<file path="config.mk">
export PLATFORM = sky130hd
export DESIGN_NAME = multicycle_ctrl
export DESIGN_NICKNAME = d
export VERILOG_FILES = /design/src/rtl/multicycle_ctrl.sv
export SDC_FILE = /design/constraint.sdc
export NUM_CORES = 1
export LEC_CHECK = 0
export ABC_AREA = 1
export CAP_MARGIN = 20
export CORE_UTILIZATION = 50
export CTS_CLUSTER_SIZE = 8
export DETAILED_ROUTE_END_ITERATION = 10
export PLACE_DENSITY_LB_ADDON = 0.15
export REMOVE_ABC_BUFFERS = 1
export SLEW_MARGIN = 20
export SYNTH_ARGS = -nofsm -noshare
export SYNTH_HDL_FRONTEND = slang
export SYNTH_SLANG_ARGS = --single-unit
</file>
<file path="constraint.sdc">
create_clock -name clk -period 4 [get_ports clk]
set_input_delay 0.8 -clock clk [delete_from_list [all_inputs] [get_ports clk]]
set_output_delay 0.8 -clock clk [all_outputs]
set_load 0.05 [all_outputs]
</file>
<file path="src/rtl/multicycle_ctrl.sv">
// Control FSM for the multi-cycle MIPS core: walks one instruction through
// FETCH/DECODE/EXEC/MEM/WB, drives datapath selects/enables and counts retirements.
module multicycle_ctrl #(
    parameter int RETIRE_W = 32
) (
    input  logic                clk,
    input  logic                reset,
    input  logic [5:0]          opcode,
    input  logic [5:0]          funct,
    input  logic                zero,
    input  logic                mem_ready,
    output logic                pc_en,
    output logic                ir_en,
    output logic                rf_we,
    output logic                mem_req,
    output logic                mem_we,
    output logic [1:0]          regdst_sel,
    output logic                alusrc_sel,
    output logic [1:0]          wd_sel,
    output logic [1:0]          npc_sel,
    output logic [2:0]          alu_op,
    output logic                ext_op,
    output logic [2:0]          state,
    output logic                instr_done,
    output logic [RETIRE_W-1:0] retired
);

    typedef enum logic [2:0] {
        S_FETCH  = 3'd0,
        S_DECODE = 3'd1,
        S_EXEC   = 3'd2,
        S_MEM    = 3'd3,
        S_WB     = 3'd4
    } state_t;

    state_t cur_state;
    state_t next_state;

    logic is_r, is_addu, is_subu, is_jr, is_ori, is_lui;
    logic is_lw, is_sw, is_beq, is_j, is_jal, is_skip;

    // Instruction class decode; opcode/funct are stable from DECODE onward.
    always_comb begin
        is_r    = (opcode == 6'b000000);
        is_addu = is_r && (funct == 6'b100001);
        is_subu = is_r && (funct == 6'b100011);
        is_jr   = is_r && (funct == 6'b001000);
        is_ori  = (opcode == 6'b001101);
        is_lui  = (opcode == 6'b001111);
        is_lw   = (opcode == 6'b100011);
        is_sw   = (opcode == 6'b101011);
        is_beq  = (opcode == 6'b000100);
        is_j    = (opcode == 6'b000010);
        is_jal  = (opcode == 6'b000011);
        is_skip = !(is_addu || is_subu || is_jr || is_ori || is_lui ||
                    is_lw || is_sw || is_beq || is_j || is_jal);
    end

    // State register.
    always_ff @(posedge clk or posedge reset) begin
        if (reset) begin
            cur_state <= S_FETCH;
        end else begin
            cur_state <= next_state;
        end
    end

    // Next-state and combinational outputs; reset forces every output low.
    always_comb begin
        next_state = cur_state;
        pc_en      = 1'b0;
        ir_en      = 1'b0;
        rf_we      = 1'b0;
        mem_req    = 1'b0;
        mem_we     = 1'b0;
        regdst_sel = 2'b00;
        alusrc_sel = 1'b0;
        wd_sel     = 2'b00;
        npc_sel    = 2'b00;
        alu_op     = 3'b000;
        ext_op     = 1'b0;
        instr_done = 1'b0;
        if (reset) begin
            next_state = S_FETCH;
        end else begin
            case (cur_state)
                S_FETCH: begin
                    ir_en      = 1'b1;
                    next_state = S_DECODE;
                end
                S_DECODE: begin
                    if (is_j || is_jal || is_jr || is_skip) begin
                        pc_en      = 1'b1;
                        instr_done = 1'b1;
                        next_state = S_FETCH;
                        if (is_jr) begin
                            npc_sel = 2'b11;
                        end else if (is_skip) begin
                            npc_sel = 2'b00;
                        end else begin
                            npc_sel = 2'b10;
                        end
                        if (is_jal) begin
                            rf_we      = 1'b1;
                            regdst_sel = 2'b10;
                            wd_sel     = 2'b10;
                        end else begin
                            rf_we = 1'b0;
                        end
                    end else begin
                        next_state = S_EXEC;
                    end
                end
                S_EXEC: begin
                    if (is_addu) begin
                        alu_op     = 3'b000;
                        next_state = S_WB;
                    end else if (is_subu) begin
                        alu_op     = 3'b001;
                        next_state = S_WB;
                    end else if (is_ori) begin
                        alusrc_sel = 1'b1;
                        alu_op     = 3'b010;
                        next_state = S_WB;
                    end else if (is_lui) begin
                        alusrc_sel = 1'b1;
                        alu_op     = 3'b011;
                        next_state = S_WB;
                    end else if (is_lw || is_sw) begin
                        alusrc_sel = 1'b1;
                        ext_op     = 1'b1;
                        next_state = S_MEM;
                    end else if (is_beq) begin
                        alu_op     = 3'b001;
                        ext_op     = 1'b1;
                        pc_en      = 1'b1;
                        npc_sel    = zero ? 2'b01 : 2'b00;
                        instr_done = 1'b1;
                        next_state = S_FETCH;
                    end else begin
                        next_state = S_FETCH;
                    end
                end
                S_MEM: begin
                    // Address selects stay as in EXEC while the memory stalls.
                    mem_req    = 1'b1;
                    alusrc_sel = 1'b1;
                    ext_op     = 1'b1;
                    if (!mem_ready) begin
                        next_state = S_MEM;
                    end else if (is_lw) begin
                        next_state = S_WB;
                    end else begin
                        mem_we     = 1'b1;
                        pc_en      = 1'b1;
                        instr_done = 1'b1;
                        next_state = S_FETCH;
                    end
                end
                S_WB: begin
                    rf_we      = 1'b1;
                    pc_en      = 1'b1;
                    instr_done = 1'b1;
                    next_state = S_FETCH;
                    if (is_r) begin
                        regdst_sel = 2'b01;
                    end else if (is_lw) begin
                        wd_sel = 2'b01;
                    end else begin
                        regdst_sel = 2'b00;
                    end
                end
                default: begin
                    next_state = S_FETCH;
                end
            endcase
        end
    end

    assign state = cur_state;

    // Retired-instruction counter, wraps silently.
    always_ff @(posedge clk or posedge reset) begin
        if (reset) begin
            retired <= {RETIRE_W{1'b0}};
        end else if (instr_done) begin
            retired <= retired + RETIRE_W'(1);
        end else begin
            retired <= retired;
        end
    end

endmodule

</file>
== Yosys cells after proc, flatten, opt, wreduce, memory -nomap -nowiden ==
Cells that the tools add are included.
Operators by class
  add/subtract/negate cells: 1
  eq/ne operators: 14
  multiplexer cells: 74
  reductions and logical operators: 19
Operators with widths (count)
  1-bit 2-to-1 mux: 43
  32-bit by 1-bit adder with 32-bit output (second input constant): 1
  2-bit 2-to-1 mux: 16
  6-bit == test (second input constant): 4
  3-bit 2-to-1 mux: 7
  6-bit by 4-bit == test with 1-bit output (second input constant): 3
  1-bit logical OR: 13
  6-bit by 2-bit == test with 1-bit output (second input constant): 2
  2-bit one-hot mux with 2 select lines: 3
  3-bit one-hot mux with 4 select lines: 1
  3-bit by 2-bit == test with 1-bit output (second input constant): 2
  6-bit by 3-bit == test with 1-bit output (second input constant): 1
  6-bit logical NOT: 1
  1-bit one-hot mux with 2 select lines: 3
  1-bit one-hot mux with 4 select lines: 1
  3-bit by 1-bit == test with 1-bit output (second input constant): 1
  3-bit == test (second input constant): 1
  1-bit logical AND: 3
  3-bit logical NOT: 1
  1-bit logical NOT: 1
Word-level totals
  register bits: 35
  bits of input ports: 16
  output and inout bits: 52
  logic and storage cells: 110

== Logic depth before layout (Yosys ltp) ==
Gate-level depths: netlist of run 1.
  depth in word-level cells: 16
  gate-level depth with buffers: 11
  mapped depth without buffers: 10

== Worst setup path before layout of run 1 ==
Ideal clock, no wire load.
  path kind: input to output
  start point: in opcode[5]
  end point: out npc_sel[0]
  arrival time: 2.517 ns
  data required time: 3.200 ns
  path slack: 0.683 ns
  stages on the path: 5
  buffers on the path: 0
  path through: nor2_2 -> nand3_2 -> nor4_1 -> nand2_1 -> a21boi_0
On the way
  longest elaborated chain between the ends: 16
  elaborated cells between the ends (all ways): 35
  classes of those cells: 7 x eq/ne; 10 x mux; 18 x reduce/logical
Ends and longest elaborated chain
  from (decl): line 8  | input logic [5:0] opcode,
  6-bit logical NOT: line 44  | is_r = (opcode == 6'b000000);
  1-bit logical AND, on equally long branches: line 45, 46
  1-bit logical OR (5 in a row): line 55  | is_skip = !(is_addu || is_subu || is_jr || is_ori || is_lui ||
  1-bit logical OR (4 in a row): line 56  | is_lw || is_sw || is_beq || is_j || is_jal);
  1-bit logical NOT: line 55
  1-bit logical OR: line 92  | if (is_j || is_jal || is_jr || is_skip) begin
  2-bit 2-to-1 mux: line 92
  2-bit one-hot mux with 2 select lines *: line 86  | case (cur_state)
  2-bit 2-to-1 mux *: line 83  | if (reset) begin
  to (decl): line 20  | output logic [1:0] npc_sel,
Mark *: on every way between the ends. The rest lies on a longest branch, timed or not.

== Worst setup path after layout of run 1 ==
  start point: in opcode[5]
  end point: out npc_sel[1]
On the way
  longest elaborated chain between the ends: 16
  elaborated cells between the ends (all ways): 29
  classes of those cells: 7 x eq/ne; 5 x mux; 17 x reduce/logical
Ends and longest elaborated chain (line)
  6-bit logical NOT: 44
  1-bit logical AND, on equally long branches: 45, 46
  1-bit logical OR (5 in a row): 55
  1-bit logical OR (4 in a row): 56
  2-bit 2-to-1 mux or 1-bit logical NOT (tied branches): 98, 55
  2-bit 2-to-1 mux or 1-bit logical OR (tied branches): 96, 92
  2-bit 2-to-1 mux *: 92
  2-bit one-hot mux with 2 select lines *: 86
  2-bit 2-to-1 mux *: 83
Marked as above.

==> impl_metrics.yaml, run 1 <==
run_status:
  status: "complete, no violations"
worst_setup_path:
  r2r_start: "retired[0]"
  criticalPathCategory: "in2out"
  timing.rr.end: "retired[28]"
  crit_path_max_fanout: 4
  reg2reg_depth: 10
  cp.required_ns: 3.20
  r2r_slack_ns: 2.07
  start_kind: "input port"
  cp.arrival_ns: 2.91
  endpoint_kind: "primary output"
synthesis:
  synth_fa_ha_area_share_pct: 0.4677
  synthDominantCellAreaShare_pct: 32.74
  avgSynthCellArea_sq_um: 6.221
  yosysSeqAreaShare_pct: 32.74
  synth_xor_area_share_pct: 4.911
  yosysWarnings: 0
  synth_top_family_by_area: "simple AND/OR/NAND/NOR gates"
  yosys.area_share.simple_pct: 52.57
  yosysUniqueCellTypes: 30
  syn_inst: 430
  synth_compound_area_share_pct: 2.011
  ys_ff_latch: 35
  syn_area_sq_mm: 0.002675
  yosysTopAreaCell: "dfrtp_1"
  synthTopCellsByArea: "dfrtp_1 (33%), nand2_1 (25%), nor2_1 (10%)"
  synthMuxAreaShare_pct: 0
timing:
  setup-violations-final: 0
  tightest_slew_ns: 0.5132
  timing_hold_violations_final: 0
  period_needed_ns: 3.706
  fin_skew_ns: 0.01176
  relSlewSlack_pct: 65.68
  min_period_over_period_pct: 92.65
  clock.fmax_mhz: 269.8
  fin_ws_ns: 0.2938
  holdWs_ns: 0.5352
  finalMaxSlewViolations: 0
  rsz0062_at_grt: "no"
routing:
  via_per_inst: 4.975
  wl_per_cell_um: 12.57
  vias: 2801
  drc_errors: 0
  drt-total-wl_um: 7079
  ant_nets: 0
  first_pass_iters: 4
  drt-initial-drc-count: 134
hold_path:
  min_to: "retired[31]"
  worstHoldStart: "retired[31]"
  hold_depth: 2
  hold_class: "reg2reg"
place:
  portBuffers: 66
  gp_congestion: 0.9371
  dp_cells: 557
  post_dp_cell_area_sq_mm: 0.003376
  hpwl_um: 5411
  post-place-ws_ns: 0.3107
finish:
  syn_to_final_growth_pct: 28.91
  nets: 511
  drive_above_1_share_pct: 5.477
  finalNonFillerCells: 563
  diodes: 0
  finalInstanceArea_sq_mm: 0.003448
floorplanning:
  ios: 68
  start_util_pct: 52.04
  core_sq_mm: 0.005140
  die_x_um: 75.15
  die-area_sq_mm: 0.005647
  row_count: 26
  die_h_um: 75.15
pwr:
  power.leakage_nw: 1.582
  total_power_mw: 0.8864
  powerDensity_mw_per_mm2: 257.0
  ir_drop_uv: 278.2
clocking:
  clkLatencyLatePin_ns: 0.29
  clk_pin_slew_worst_paths_ns: 0.07
  post_cts_resized: 0
  hold_buffers: 0
  cts_setup_buffers: 0
  cts_tree: "built"
  htree_levels: 2
  clockBufferDepth: 2
  numClockSinks: 35
  cts_inserted_buffers: 5
  clk_root_buffer_cell: "clkbuf_8"
global_routing:
  grt_max_degree: 45
  antenna_found_initial: 0
  grt_usage_pct: 25.98
  gr-total-overflow: 0
  grt_pass1_vias: 2490
  grt_pass1_wl_um: 11210
run:
  cap_violations: 0
state kept, by name, summed over array words and instances, names as in the netlist:
signal	flops
state	3
retired	32
routing by layer:
layer / GRT usage (%) / routed length (um) / up-vias
met5: 0 / 0 / -
met4: 6.173 / 52 / 0
met3: 5.355 / 393 / 5
met2: 44.24 / 3256 / 63
li1: - / - / 1468
met1: 33.97 / 3378 / 1265
cell usage in the layout, fill, tap and decap left out, types with 3 or more instances in the layout:
master / instances
nor2_1: 73
xnor2_1: 4
nand2_1: 181
buf_4: 7
nand4_1: 3
inv_1: 25
nand3_1: 44
nor2_2: 5
nand3b_1: 13
dfrtp_1: 35
xor2_1: 11
nor3_1: 3
clkbuf_8: 5
clkdlybuf4s50_1: 61
worst max-delay path, stage by stage:
cell and delay (ns):
clkdlybuf4s50_1 0.46, nor2_2 0.23, nand3_2 0.14, nor4_1 0.31
a21oi_1 0.07, nor2_1 0.09, clkdlybuf4s50_1 0.80
worst max path at each step:
stage          cells after the start  slack [ns]         end       from
2_1_floorplan                      3       -0.15  instr_done      reset
3_3_place_gp                       7        0.41  npc_sel[1]  opcode[5]
3_5_place_dp                       7        0.31  npc_sel[1]  opcode[5]
4_1_cts                            7        0.31  npc_sel[1]  opcode[5]
5_1_grt                            7        0.20   alu_op[0]      reset
6_report                           7        0.29  npc_sel[1]  opcode[5]
Yosys cell counts (all sizes together):
| cell type | count |
|---|---|
| a21boi | 1 |
| a21o | 1 |
| a21oi | 2 |
| a31oi | 2 |
| buf | 10 |
| clkbuf | 3 |
| clkinv | 1 |
| conb | 1 |
| dfrtp | 35 |
| ha | 1 |
| inv | 26 |
| nand2 | 183 |
| nand3 | 46 |
| nand3b | 13 |
| nand4 | 3 |
| nor2 | 79 |
| nor3 | 4 |
| nor4 | 1 |
| o21ai | 2 |
| o22ai | 1 |
| xnor2 | 4 |
| xor2 | 11 |
layout make-up:
type | instances | area, sq um
clock buffer | 6 | 72.57
fill | 490 | 1692
tap | 70 | 87.58
timing repair buffer | 70 | 703.2
inverter | 27 | 101.3
multi-input combinational | 355 | 1608
sequential | 35 | 875.8
logic make-up (layout without fill, tap and decap cells):
| group | Yosys count | count (layout) |
|---|---|---|
| AND/OR/NAND/NOR | 329 | 329 |
| other | 1 | 1 |
| flip-flops | 35 | 35 |
| buffers and inverters | 40 | 103 |
| AO/OA/AOI/OAI | 9 | 9 |
| adder cells (fa/ha/maj) | 1 | 1 |
| XOR/XNOR | 15 | 15 |
report_power, final:
| part | internal, mW | switching, mW | leakage [nW] |
|---|---|---|---|
| clock network | 0.116 | 0.126 | 0.0371 |
| registers | 0.372 | 0.0281 | 0.483 |
| logic | 0.0801 | 0.164 | 1.06 |
through the flow:
stage | TNS, ns | util, %
floorplan | -0.3088 | -
global placement | 0 | 65.68
detailed placement | 0 | 65.68
CTS | 0 | 67.09
global route | 0 | 67.09
finish | 0 | 67.09
Note: power is estimated with default switching activity, not from simulation.
==> run 2, diff against run 1 <==
- ABC_AREA: 1 -> 0
==> run 2 against run 1 <==
  * Cell count is 40% lower
  * Global-route usage is 1.9 points lower
  * Via count is 30% lower
  * Clock power is 15% higher
  * Core utilization is 5.2 points higher
  * Register-to-register slack worse by 0.39 ns
  * Power is 16% higher
  * Synthesized cell count is 48% lower
  * Fmax is 1.8% higher
  * Critical endpoint is now alusrc_sel
  * Highest routed layer unchanged
==> impl_metrics.yaml, run 2 <==
global_routing:
  gr-total-overflow: 0
  antenna_found_initial: 0
  grt_max_degree: 36
  grt_pass1_vias: 1813
  grt_usage_pct: 24.07
  grt_pass1_wl_um: 8128
pwr:
  switching_share_pct: 36.22
  p_seq_share_pct: 41.1
  power.leakage_nw: 1.258
  powerDensity_mw_per_mm2: 355.5
  internal_power_mw: 0.6554
  p_comb_share_pct: 31.7
  p_sw_mw: 0.3722
  ir_drop_uv: 455.9
  clock_power_share_pct: 27.2
synthesis:
  synthTopCellsByArea: "dfrtp_1 (42%), xor2_1 (7.6%), xnor2_1 (5.5%)"
  avgSynthCellArea_sq_um: 9.356
  ys_ff_latch: 35
  async_flop_share_pct: 100.0
  syn_inst: 222
  yosys.cell_count.top_type: "dfrtp_1"
  synthFlopType: "dfrtp_1"
  yosysSeqAreaShare_pct: 42.17
  synth_edf_count: 0
  yosysTopAreaCell: "dfrtp_1"
  synthDominantCellAreaShare_pct: 42.17
  yosysUniqueCellTypes: 49
  syn_area_sq_mm: 0.002077
  synth_common_cells: "dfrtp_1 (35), nor3_1 (19), xor2_1 (18)"
  yosysWarnings: 0
floorplanning:
  row_count: 23
  die_x_um: 66.45
  die-area_sq_mm: 0.004416
  core_sq_mm: 0.004000
  die_h_um: 66.45
  start_util_pct: 51.92
  ios: 68
clocking:
  post_cts_resized: 0
  numClockSinks: 35
  htree_levels: 2
  clockBufferDepth: 2
  clk_pin_slew_worst_paths_ns: 0.08
  cts_inserted_buffers: 5
  cts_setup_buffers: 0
  cts_tree: "built"
  clkLatencyLatePin_ns: 0.28
  hold_buffers: 0
  clk_root_buffer_cell: "clkbuf_8"
worst_setup_path:
  crit_buf_inv: 2
  r2r_slack_ns: 1.68
  worstPathCellList: "clkdlybuf4s50_1, and2_1, and3_1, nor2_1, a21oi_1, clkdlybuf4s50_1"
  start_kind: "input port"
  crit_path_frequent_cell: "clkdlybuf4s50_1"
  path_delay_family: "buffers and inverters"
  cp.required_ns: 3.20
  cp.arrival_ns: 2.84
  max_stage_delay_ns: 0.82
  criticalPathCategory: "in2out"
  endpoint_kind: "primary output"
  slowest_stage: "clkdlybuf4s50_1"
  crit_path_max_fanout: 6
routing:
  ant_nets: 0
  wl_per_cell_um: 14.90
  via_per_inst: 5.801
  drc_errors: 0
  drt-initial-drc-count: 141
  first_pass_iters: 4
  vias: 1949
  drt-total-wl_um: 5006
place:
  dp_cells: 328
  gp_congestion: 0.9346
  portBuffers: 66
  post_dp_cell_area_sq_mm: 0.002786
  post-place-ws_ns: 0.3711
  hpwl_um: 3708
timing:
  fin_ws_ns: 0.3599
  setup-violations-final: 0
  relSlewSlack_pct: 41.58
  timing_hold_violations_final: 0
  finalMaxSlewViolations: 0
  holdWs_ns: 0.4819
  period_needed_ns: 3.640
  min_period_over_period_pct: 91.00
  rsz0062_at_grt: "no"
  fin_skew_ns: 0.01051
  clock.fmax_mhz: 274.7
  tightest_slew_ns: 0.8744
finish:
  post-route-util_pct: 72.26
  nets: 302
  drive_above_1_share_pct: 11.54
  largest_register_ffs: 32
  final_common_cell: "clkdlybuf4s50_1"
  finalNonFillerCells: 336
  diodes: 0
  syn_to_final_growth_pct: 39.16
  finalInstanceArea_sq_mm: 0.002890
  largest-register: "retired"
  final_cell_mix: "clkdlybuf4s50_1 (55), dfrtp_1 (35), nor3_1 (19)"
  fill_cells: 330
run:
  cap_violations: 0
run_status:
  status: "complete, no violations"
hold_path:
  hold_class: "reg2reg"
[run 2: cell count changes after synthesis, sizes merged, moves of 16 or more]
cell	previous run	this run
nor3	4	20
nor2	79	18
nand2	183	14
inv	26	4
nand3	46	14
[run 2: path summary, 6_finish.rpt]
path                              from           to  depth (start not counted)
min                        retired[24]  retired[24]                          1
min reg2reg                retired[24]  retired[24]                          1
min in group asynchronous        reset  retired[19]                          3
max reg2reg                   state[0]  retired[26]                          5
max                          opcode[0]   alusrc_sel                          6
max in group asynchronous        reset  retired[29]                          3
[run 2: power groups by stage]
stage	clock, mW	combinational [mW]	sequential, mW
after floorplan	0	0.108	0.526
after global placement	0	0.321	0.427
after detailed placement	0	0.325	0.427
after CTS	0.287	0.327	0.422
after global routing	0.305	0.344	0.428
final	0.279	0.326	0.423
[run 2: worst register-to-register path: cells and delay by family (launching register included)]
family	cells	cell delay [ns]
AOI/OAI and AO/OA	1	0.69
xor gates and xnor gates	1	0.18
DFF	1	0.57
and+or+nand+nor	3	0.75
[run 2: logic make-up (layout without fill, tap and decap cells)]
family | Yosys count | count (layout) | share of synthesized area [%]
mux | 1 | 1 | 0.7227
compound gates | 17 | 17 | 5.905
xor+xnor | 31 | 31 | 13.07
simple gates | 119 | 119 | 32.59
buf+inv | 17 | 81 | 4.758
flops | 35 | 35 | 42.17
fa+ha+maj | 1 | 1 | 0.6023
other cells | 1 | 1 | 0.1805
[run 2: metal layers]
| metal | up-vias | routed length, um | GRT usage (%) |
|---|---|---|---|
| li1 | 926 | - | - |
| met1 | 952 | 2207 | 30.17 |
| met2 | 62 | 2492 | 41.58 |
| met3 | 9 | 229 | 5.137 |
| met4 | 0 | 76 | 6.649 |
| met5 | - | 0 | 0 |
[run 2: cell type report]
class | instances | area, sq um | share of cell area, %
timing repair buffer | 69 | 730.7 | 25.28
clock inverter | 1 | 7.507 | 0.2597
sequential | 35 | 875.8 | 30.30
inverter | 4 | 15.01 | 0.5195
tap | 50 | 62.56 | 2.165
clock buffer | 7 | 96.34 | 3.333
multi-input combinational | 170 | 1102 | 38.14
[run 2: through the flow]
step	power (mW)	setup TNS (ns)
global route	1.077	0
global placement	0.7488	0
floorplan	0.6343	-0.5422
CTS	1.035	0
detailed placement	0.7522	0
finish	1.028	0
==> run 3, diff against run 2 <==
- ABC_AREA: 0 -> default
- CORE_MARGIN: default -> 1
- SETUP_SLACK_MARGIN: default -> 0.5
==> run 3 against run 2 <==
  * Largest power group unchanged
  * Global-route usage is 0.33 points higher
  * Sequential power hardly changed
  * Setup slack better by 0.25 ns
  * Via count is 0.15% higher
  * Die area stayed put
  * Power is 0.25% higher
==> impl_metrics.yaml, run 3 (same netlist as run 2, synthesis figures left out) <==
worst_setup_path:
  cp.required_ns: 3.20
  endpoint_kind: "primary output"
  cp.arrival_ns: 2.59
  crit_path_max_fanout: 2
  start_kind: "input port"
  criticalPathCategory: "in2out"
timing:
  min_period_over_period_pct: 84.81
  finalMaxSlewViolations: 0
  fin_ws_ns: 0.6074
  tightest_slew_ns: 0.8535
  clock.fmax_mhz: 294.8
  setup-violations-final: 0
  period_needed_ns: 3.393
  timing_hold_violations_final: 0
  relSlewSlack_pct: 42.98
  fin_skew_ns: 0.009693
  rsz0062_at_grt: "no"
finish:
  final_cell_mix: "clkdlybuf4s50_1 (45), dfrtp_1 (35), xor2_1 (18)"
  diodes: 0
  final_common_cell: "clkdlybuf4s50_1"
  drive_above_1_share_pct: 13.99
  largest-register: "retired"
  fill_cells: 318
  post-route-util_pct: 73.19
  multi_input_area_sq_mm: 0.001130
  nets: 302
  seqCellArea_sq_um: 875.8
  finalNonFillerCells: 336
  syn_to_final_growth_pct: 40.96
  largest_register_ffs: 32
clocking:
  htree_levels: 2
  cts_tree: "built"
  cts_setup_buffers: 0
  clk_pin_slew_worst_paths_ns: 0.08
  hold_buffers: 0
  clk_root_buffer_cell: "clkbuf_8"
  numClockSinks: 35
  cts_inserted_buffers: 5
  clkLatencyLatePin_ns: 0.28
  clockBufferDepth: 2
place:
  post-place-ws_ns: 0.3711
  dp_cells: 328
  gp_congestion: 0.9346
  portBuffers: 66
  hpwl_um: 3708
pwr:
  total_power_mw: 1.030
  ir_drop_uv: 458.0
  powerDensity_mw_per_mm2: 351.9
  power.leakage_nw: 1.330
routing:
  drc_errors: 0
  first_pass_iters: 6
  drt-total-wl_um: 5137
  ant_nets: 0
  drt-initial-drc-count: 135
  vias: 1952
  via_per_inst: 5.810
  wl_per_cell_um: 15.29
global_routing:
  grt_pass1_vias: 1842
  gr-total-overflow: 0
  grt_usage_pct: 24.40
  grt_max_degree: 36
  grt_pass1_wl_um: 8224
  antenna_found_initial: 0
run:
  cap_violations: 0
floorplanning:
  die_h_um: 66.45
  die_x_um: 66.45
  core_sq_mm: 0.004000
  die-area_sq_mm: 0.004416
  start_util_pct: 51.92
  row_count: 23
  ios: 68
run_status:
  status: "complete, no violations"
hold_path:
  hold_class: "reg2reg"
run 3: cell count changes in the layout (fill, tap and decap cells not counted), moves of 3 or more:
| cell | before | now |
|---|---|---|
| nor3_2 | 0 | 3 |
| nor3_1 | 19 | 16 |
| dlymetal6s2s_1 | 0 | 4 |
| dlygate4sd2_1 | 0 | 6 |
| clkdlybuf4s50_1 | 55 | 45 |
run 3: repair_timing:
| item | in CTS | in global routing |
|---|---|---|
| resized for setup | 13 | 6 |
| cloned | 0 | 0 |
| endpoints found under the setup margin | 7 | 5 |
| pin swaps | 1 | 2 |
run 3: final cells by class:
| class | count | area share, % |
|---|---|---|
| Clock inverter | 1 | 0.2564 |
| Tap cell | 50 | 2.137 |
| Inverter | 4 | 0.5128 |
| Sequential cell | 35 | 29.91 |
| Timing Repair Buffer | 69 | 25.30 |
| Multi-Input combinational cell | 170 | 38.59 |
| Clock buffer | 7 | 3.291 |
run 3: final timing paths:
check	end	from	slack, ns	depth (start not counted)
worst min register to register	retired[24]	retired[24]	0.48	1
worst max-delay path	npc_sel[0]	funct[1]	0.61	6
worst max register to register	retired[26]	state[0]	1.67	5
max in group asynchronous	retired[25]	reset	2.59	3
min in group asynchronous	retired[19]	reset	1.10	3
worst min-delay path	retired[24]	retired[24]	0.48	1
run 3: metrics by stage:
stage	cell area (sq um)	TNS, ns	hold WS [ns]
2_1_floorplan	1993	-0.5422	0.7792
3_3_place_gp	2786	0	0.4607
3_5_place_dp	2786	0	0.4792
4_1_cts	2910	0	0.4904
5_1_grt	2928	0	0.4982
6_report	2928	0	0.4820
run 3: per-layer routing:
layer,wire (um),vias up,share of wire [%],track usage [%]
li1,-,922,-,-
met4,75,0,1.5,7.181
met5,0,-,0,0
met1,2256,958,44,30.28
met2,2580,63,50,42.22
met3,225,9,4.4,5.308
run 3: power breakdown:
group	internal, mW	switching, mW	total [mW]
Combinational	0.116	0.212	0.328
Clock	0.157	0.122	0.279
Sequential	0.383	0.0400	0.423
Total	0.656	0.375	1.03
run 3: worst max-delay path, stage by stage:
cell,delay [ns]
clkdlybuf4s50_1,0.45
or4b_2,0.70
nor3_2,0.17
a32oi_1,0.09
nor3_2,0.21
buf_12,0.17
